**src/rtl/debug_data_sender.sv**
```systemverilog
// Debug snapshot streamer: on request, sends PC, cycle count, register file and data memory
// MSB byte first to the UART TX. Optional trailing XOR checksum byte via DBG_SEND_CHECKSUM_EN.
//
// state      | meaning
// -----------+----------------------------------------------------------
// S_IDLE     | waiting for is_start_send, snapshot latched on accept
// S_LOAD     | debug read address for word w on the ports
// S_LATCH    | selected word captured, first byte staged with tx start
// S_SEND     | os_tx_start high for this single cycle
// S_WAIT_TX  | holding byte until is_tx_done
// S_CHK      | checksum byte tx start cycle (checksum build only)
// S_CHK_WAIT | waiting for checksum byte tx done (checksum build only)
// S_DONE     | os_done_send high for this single cycle
module debug_data_sender #(
    parameter int N_REGS      = 32,
    parameter int REG_ADDR_W  = 5,
    parameter int N_MEM_WORDS = 32,
    parameter int MEM_ADDR_W  = 5
) (
    input  logic                  clk,
    input  logic                  rst,
    input  logic                  is_start_send,
    input  logic [31:0]           i_pc,
    input  logic [31:0]           i_clk_count,
    output logic [REG_ADDR_W-1:0] o_reg_addr,
    input  logic [31:0]           i_reg_data,
    output logic [MEM_ADDR_W-1:0] o_mem_addr,
    input  logic [31:0]           i_mem_data,
    output logic [7:0]            o_tx_data,
    output logic                  os_tx_start,
    input  logic                  is_tx_done,
    output logic                  os_done_send
);

    localparam int N_WORDS = 2 + N_REGS + N_MEM_WORDS;
    localparam int W_W     = $clog2(N_WORDS + 1);

    localparam logic [W_W-1:0] W_LAST = W_W'(N_WORDS - 1);
    localparam logic [W_W-1:0] W_CNT  = W_W'(1);
    localparam logic [W_W-1:0] W_REG0 = W_W'(2);
    localparam logic [W_W-1:0] W_MEM0 = W_W'(2 + N_REGS);

    typedef enum logic [2:0] {
        S_IDLE,
        S_LOAD,
        S_LATCH,
        S_SEND,
        S_WAIT_TX,
`ifdef DBG_SEND_CHECKSUM_EN
        S_CHK,
        S_CHK_WAIT,
`endif
        S_DONE
    } state_t;

    state_t         state;
    logic [W_W-1:0] w;
    logic [1:0]     b;
    logic [31:0]    word_q;
    logic [31:0]    pc_q;
    logic [31:0]    cnt_q;
`ifdef DBG_SEND_CHECKSUM_EN
    logic [7:0]     chk;
`endif

    logic [W_W-1:0] w_inc;
    logic [31:0]    sel_word;
    logic [1:0]     b_inc;
    logic [7:0]     next_byte;

    function automatic logic [7:0] byte_of(input logic [31:0] wd, input logic [1:0] idx);
        logic [7:0] r;
        r = wd[7:0];
        case (idx)
            2'd0:    r = wd[31:24];
            2'd1:    r = wd[23:16];
            2'd2:    r = wd[15:8];
            default: r = wd[7:0];
        endcase
        return r;
    endfunction

    assign w_inc     = w + W_W'(1);
    assign b_inc     = b + 2'd1;
    assign next_byte = byte_of(word_q, b_inc);

    // Read ports return data one cycle after the address, which is exactly the LATCH cycle.
    always_comb begin
        sel_word = i_mem_data;
        if (w == '0)
            sel_word = pc_q;
        else if (w == W_CNT)
            sel_word = cnt_q;
        else if (w < W_MEM0)
            sel_word = i_reg_data;
    end

    always_ff @(posedge clk or negedge rst) begin
        if (!rst) begin
            state        <= S_IDLE;
            w            <= '0;
            b            <= '0;
            word_q       <= '0;
            pc_q         <= '0;
            cnt_q        <= '0;
            o_reg_addr   <= '0;
            o_mem_addr   <= '0;
            o_tx_data    <= '0;
            os_tx_start  <= 1'b0;
            os_done_send <= 1'b0;
`ifdef DBG_SEND_CHECKSUM_EN
            chk          <= '0;
`endif
        end else begin
            case (state)
                S_IDLE: begin
                    if (is_start_send) begin
                        pc_q  <= i_pc;
                        cnt_q <= i_clk_count;
                        w     <= '0;
                        b     <= '0;
`ifdef DBG_SEND_CHECKSUM_EN
                        chk   <= '0;
`endif
                        state <= S_LOAD;
                    end
                end

                S_LOAD: begin
                    state <= S_LATCH;
                end

                S_LATCH: begin
                    word_q      <= sel_word;
                    b           <= '0;
                    o_tx_data   <= sel_word[31:24];
                    os_tx_start <= 1'b1;
`ifdef DBG_SEND_CHECKSUM_EN
                    chk         <= chk ^ sel_word[31:24];
`endif
                    state       <= S_SEND;
                end

                S_SEND: begin
                    os_tx_start <= 1'b0;
                    state       <= S_WAIT_TX;
                end

                S_WAIT_TX: begin
                    if (is_tx_done) begin
                        if (b != 2'd3) begin
                            b           <= b_inc;
                            o_tx_data   <= next_byte;
                            os_tx_start <= 1'b1;
`ifdef DBG_SEND_CHECKSUM_EN
                            chk         <= chk ^ next_byte;
`endif
                            state       <= S_SEND;
                        end else if (w == W_LAST) begin
`ifdef DBG_SEND_CHECKSUM_EN
                            o_tx_data   <= chk;
                            os_tx_start <= 1'b1;
                            state       <= S_CHK;
`else
                            os_done_send <= 1'b1;
                            state        <= S_DONE;
`endif
                        end else begin
                            // Address goes out on entry to LOAD so it is stable for the whole LOAD cycle.
                            w <= w_inc;
                            if (w_inc >= W_REG0 && w_inc < W_MEM0)
                                o_reg_addr <= REG_ADDR_W'(w_inc - W_REG0);
                            else if (w_inc >= W_MEM0)
                                o_mem_addr <= MEM_ADDR_W'(w_inc - W_MEM0);
                            state <= S_LOAD;
                        end
                    end
                end

`ifdef DBG_SEND_CHECKSUM_EN
                S_CHK: begin
                    os_tx_start <= 1'b0;
                    state       <= S_CHK_WAIT;
                end

                S_CHK_WAIT: begin
                    if (is_tx_done) begin
                        os_done_send <= 1'b1;
                        state        <= S_DONE;
                    end
                end
`endif

                S_DONE: begin
                    os_done_send <= 1'b0;
                    state        <= S_IDLE;
                end

                default: begin
                    os_tx_start  <= 1'b0;
                    os_done_send <= 1'b0;
                    state        <= S_IDLE;
                end
            endcase
        end
    end

endmodule

```
**config.mk**
```make
export PLATFORM = sky130hd
export DESIGN_NAME = debug_data_sender
export DESIGN_NICKNAME = d
export VERILOG_FILES = /design/src/rtl/debug_data_sender.sv
export SDC_FILE = /design/constraint.sdc
export NUM_CORES = 1
export LEC_CHECK = 0
export CAP_MARGIN = 20
export CORE_MARGIN = 5
export CORE_UTILIZATION = 25
export CTS_BUF_LIST = sky130_fd_sc_hd__clkbuf_8
export CTS_CLUSTER_DIAMETER = 120
export DETAILED_ROUTE_END_ITERATION = 10
export GPL_TIMING_DRIVEN = 0
export PLACE_DENSITY_LB_ADDON = 0.2
export SETUP_SLACK_MARGIN = 0.4
export SLEW_MARGIN = 40
export SYNTH_ARGS = -nofsm -noshare
export SYNTH_HDL_FRONTEND = slang
export SYNTH_SLANG_ARGS = --single-unit
```
**constraint.sdc**
```tcl
create_clock -name clk -period 3 [get_ports clk]
set_input_delay 0.3 -clock clk [delete_from_list [all_inputs] [get_ports clk]]
set_output_delay 0.3 -clock clk [all_outputs]
set_load 0.01 [all_outputs]
```
[Word-level counts from Yosys, hierarchy flattened]
Cells that the tools add are included.
Storage, ports and cells
  register bits after elaboration: 128
  input bits: 132
  output and inout bits: 20
  word-level logic and storage cells: 86
Cells by class
  add/sub/neg operators: 4
  magnitude comparators: 4
  equality and inequality tests: 16
  mux-type cells: 28
  bitwise operators: 5
  reduce and logical (&&, ||, !) cells: 18
Operators by type and width (count)
  $mux 32: 3
  $mux 7: 4
  $pmux 8 s3: 1
  $mux 8: 2
  $pmux 8 s2: 1
  $pmux 3 s5: 1
  $lt 7x6->1 const B: 2
  $ne 2x2->1 const B: 7
  $pmux 7 s2: 1
  $mux 3: 4
  $reduce_and 5->1: 2
  $sub 5x2->5 const B: 2
  $reduce_and 4->1: 2
  $add 7x1->7 const B: 1
  $eq 7x1->1 const B: 1
  $eq 7x7->1 const B: 1
  $ge 7x2->1 const B: 1
  $ge 7x6->1 const B: 1
  $logic_not 7->1: 1
  $eq 3x2->1 const B: 2
  $eq 3x3->1 const B: 2
  $mux 2: 3
  $pmux 2 s3: 1
  $reduce_and 3->1: 2
  17 further kinds: 27

[Longest topological paths before layout]
  depth in word-level cells: 6
  mapped depth: 9
  mapped depth without buffers: 9

[Worst setup path before layout]
Ideal clock, no wire load.
  kind: flip-flop to flip-flop
  start point: register w[0]
  end point: register o_reg_addr[0]
  data arrival time: 2.377 ns
  data required time: 2.875 ns
  slack: 0.499 ns
  cell stages (with the launch flop): 10
  buffers on the path: 1
  period minus slack after synthesis: 2.501 ns
  cell sequence: dfrtp_1 > ha_1 > clkbuf_1 > xnor2_1 > ha_1 > nor3b_1 > a32oi_1 > a21o_1 > o2111ai_1 > mux2_2
On the way
  word-level cells in the longest chain between the ends: 4
  elaborated cells between the ends (all ways): 8
  classes of those cells: 2 x add/sub; 2 x order compare; 1 x eq/ne; 1 x bitwise; 2 x reduce/logical
RTL lines
  start, declared: RTL line 57  | logic [W_W-1:0] w;
  start signal, assigned: RTL line 170  | w <= w_inc;
  $add 7x1->7: RTL line 83  | assign w_inc = w + W_W'(1);
  $ge 7x2->1 / $lt 7x6->1 (equally long branches): RTL line 171  | if (w_inc >= W_REG0 && w_inc < W_MEM0)
  $logic_and 1x1->1: RTL line 171
  $reduce_and 5->1 (no source line)
  end signal, assigned: RTL line 172  | o_reg_addr <= REG_ADDR_W'(w_inc - W_REG0);
  end, declared: RTL line 25  | output logic [REG_ADDR_W-1:0] o_reg_addr,
Parallel ways exist; a longest one is shown, timed or not.
A chain may end at the register's enable or synchronous reset.

[Final worst setup path]
  start point: register w[3]
  end point: register word_q[11]
On the way
  word-level cells in the longest chain between the ends: 4
  elaborated cells between the ends (all ways): 6
  classes of those cells: 1 x order compare; 1 x eq/ne; 3 x mux; 1 x reduce/logical
RTL lines
  $lt 7x6->1: RTL line 94  | else if (w < W_MEM0)
  $mux 32: RTL line 94
  $mux 32: RTL line 92  | else if (w == W_CNT)
  $mux 32 *: RTL line 90  | if (w == '0)
  end signal, assigned: RTL line 134  | word_q <= sel_word;
  end, declared: RTL line 59  | logic [31:0] word_q;
Every way passes the cells marked *; elsewhere a longest branch is shown, timed or not.

==> results.toml <==
[worst_setup_path]
rr_endpoint = "word_q[11]"
cp-end-kind = "register"
cp_max_fo = 10
rrSetupSlack_ns = 0.50
worstRegToRegCells = 9
required_ns = 3.34
setup.worst_path.start = "w[3]"
worstSetupEndpoint = "word_q[11]"
timing.rr.start = "w[3]"
cp.arrival_ns = 2.84
worstSetupStartpointType = "register"
critical_path_class = "register to register"

[global_routing]
grt_pass1_vias = 5612
grt_use_total = 0.148
grt_max_degree = 67
grt-ovfl-total = 0
antenna_found_initial = 0
grt_pass1_wl_um = 32700

[clocking]
clk_latency_ns = 0.46
cts_tree = "built"
clk_pin_slew_ns = 0.09
cts_max_level = 4
clock-sinks = 128
root_buffer = "clkbuf_8"
numCtsBuffers = 17
clk_path_buf_depth = 2

[cells_and_area]
final_nets = 948
layout_commonest_cell = "clkdlybuf4s50_1"
final_core_util = 0.350
final_cell_mix = "150 x clkdlybuf4s50_1, 126 x dfrtp_1, 72 x mux2_2"
drive_gt1_frac = 0.200
fillers = 2646
synthToLayoutAreaGrowth_pct = 39.0
diodes = 0

[drt]
drc = 0
drt-pass1-iter-count = 7
drt_iter0_markers = 315
drt_wl_total_um = 21900
via_count = 5437
via_per_inst = 4.71
wl_per_cell_um = 18.9
antenna_left = 0

[yosys]
synthAdderAreaFrac = 0.0173
synth-simple-area-share = 0.142
synth.area.top_cells = "dfrtp_1 49%, mux2_2 12%, nand2_1 3.9%, and3_1 3.1%, a21oi_1 2.8%"
syn_inst = 623
ys_ff_latch = 128
synthXorXnorAreaFrac = 0.00943
synth_edf_count = 0
async_flop_share = 1.00
muxShareOfSynthArea = 0.129
netlist.area_leader.share = 0.493
synth_top_cell_by_area = "dfrtp_1"
synth_top_family_by_area = "compound AO/OA/AOI/OAI gates"
ys.warnings.count = 0
yosys_most_used_dff = "dfrtp_1"
netlist_area_um2 = 6500
avgSynthCellArea_um2 = 10.4
synth_fp_nets = 764
synth_cell_types = 48
seq_area_frac_synth = 0.493
synth_compound_area_frac = 0.168

[die]
dieArea_um2 = 29300
core-area_um2 = 25800
chipWidth_um = 171
start_util = 0.252
ios = 152
rows = 59
die_h_um = 171

[place]
detailed_place_hpwl_um = 16600
gp_congestion = 0.795
numPortBuffers = 151

[timing]
slew_headroom = 0.469
rsz0062_at_grt = "no"
tns_ns = 0
slew_viol_final = 0
period_minus_slack_ns = 2.50
hold_violations = 0
tightest_slew_ns = 0.795
fin_skew_ns = 0.0122
min_period_over_period = 0.834
finalSetupViolCount = 0
fmax_mhz = 400

[run_status]
status = "complete, no violations"

[flow_run]
drv_cap = 0

[power]
pwr_density_cell_nw_per_um2 = 753
irDropWorstVdd_v = 0.000316
total_power_uw = 6810
static-leakage-power_uw = 0.00373

[min_path]
hp-class = "primary input to asynchronous set/reset pin"
[repair_timing]
action / in CTS / in global routing
buffers inserted: 3 / 7
pin swaps: 2 / 3
endpoints found under the hold margin: 62 / 0
resized for setup: 12 / 13
hold buffers: 1 / 0
endpoints found under the setup margin: 29 / 31
gates cloned: 0 / 0
[kinds of logic after synthesis]
logic type	Yosys count
flip-flops	128
XOR/XNOR	7
adder cells (fa/ha/maj)	9
multiplexers	75
AND/OR/NAND/NOR	184
AO/OA/AOI/OAI	159
buffers and inverters	61
[area by class of cell]
type / count / area (um^2) / share of cell area
plain buffers: 50 / 236 / 0.0262
clock buffers: 17 / 234 / 0.0259
clock inverters: 15 / 173 / 0.0191
inverters: 11 / 41.3 / 0.00457
multi-input cells: 434 / 3090 / 0.342
flip-flops and latches: 128 / 3210 / 0.355
well taps: 335 / 419 / 0.0464
repair buffers: 165 / 1640 / 0.181
[worst max-delay path, cell delays in order, from the launching register on]
cell and delay, ns:
dfrtp_1 0.37, buf_4 0.17, or3_4 0.37, buf_6 0.14, or4b_4 0.49, buf_6 0.17
buf_6 0.18, nor2_2 0.09, a31oi_1 0.06, a221o_1 0.34
[registers in the layout, indices dropped and copies added (netlist names), 2 cells and up]
name / flops
b: 2
o_reg_addr: 5
word_q: 32
o_mem_addr: 5
w: 7
cnt_q: 32
pc_q: 32
o_tx_data: 8
state: 3
[report_power, final]
part           total, uW  internal (uW)  switching (uW)
registers           2960           2470             489
clock network       1570            762             809
logic               2270           1280             993
total               6810           4520            2290
[worst min-delay path by stage]
stage             start            end  cells after the start
6_report            rst  o_reg_addr[2]                      2
3_3_place_gp   pc_q[11]       pc_q[11]                      1
4_1_cts             rst  o_reg_addr[2]                      2
5_1_grt             rst  o_mem_addr[1]                      2
2_1_floorplan       rst           b[0]                      0
3_5_place_dp        rst  o_reg_addr[2]                      1
[metrics by stage]
stage / std cells / worst slack (ns) / hold WS [ns] / area, um^2
floorplan: 623 / 0.499 / 0.00441 / 6500
global placement: 1109 / -3.99 / 0.484 / 8430
detailed placement: 1112 / 0.0294 / 0.296 / 8480
CTS: 1148 / 0.415 / 0.387 / 8960
global route: 1155 / 0.387 / 0.397 / 9040
finish: 1155 / 0.499 / 0.374 / 9040
[routing by layer]
metal	global-route usage	routed length [um]	share of wire
met3	0.0400	1260	0.058
met5	0	0	0
met1	0.197	9920	0.45
met4	0.0379	298	0.014
met2	0.240	10400	0.47
[cells in the mapped netlist, drive strengths merged, types with 3 or more instances]
library cell and n:
a211o 17, and3 32, mux2 72, nor3 4, o21ai 36, nor3b 3, mux2i 3, a221o 17
clkbuf 41, a21oi 36, and2 9, inv 11, nand3 3, nand2 67, a31oi 25, nand2b 3
nor2b 4, ha 9, buf 9, xnor2 5, dfrtp 128, or2 3, a2bb2oi 7, nor2 48
a222oi 8
Power figures use the tool's default switching activity.
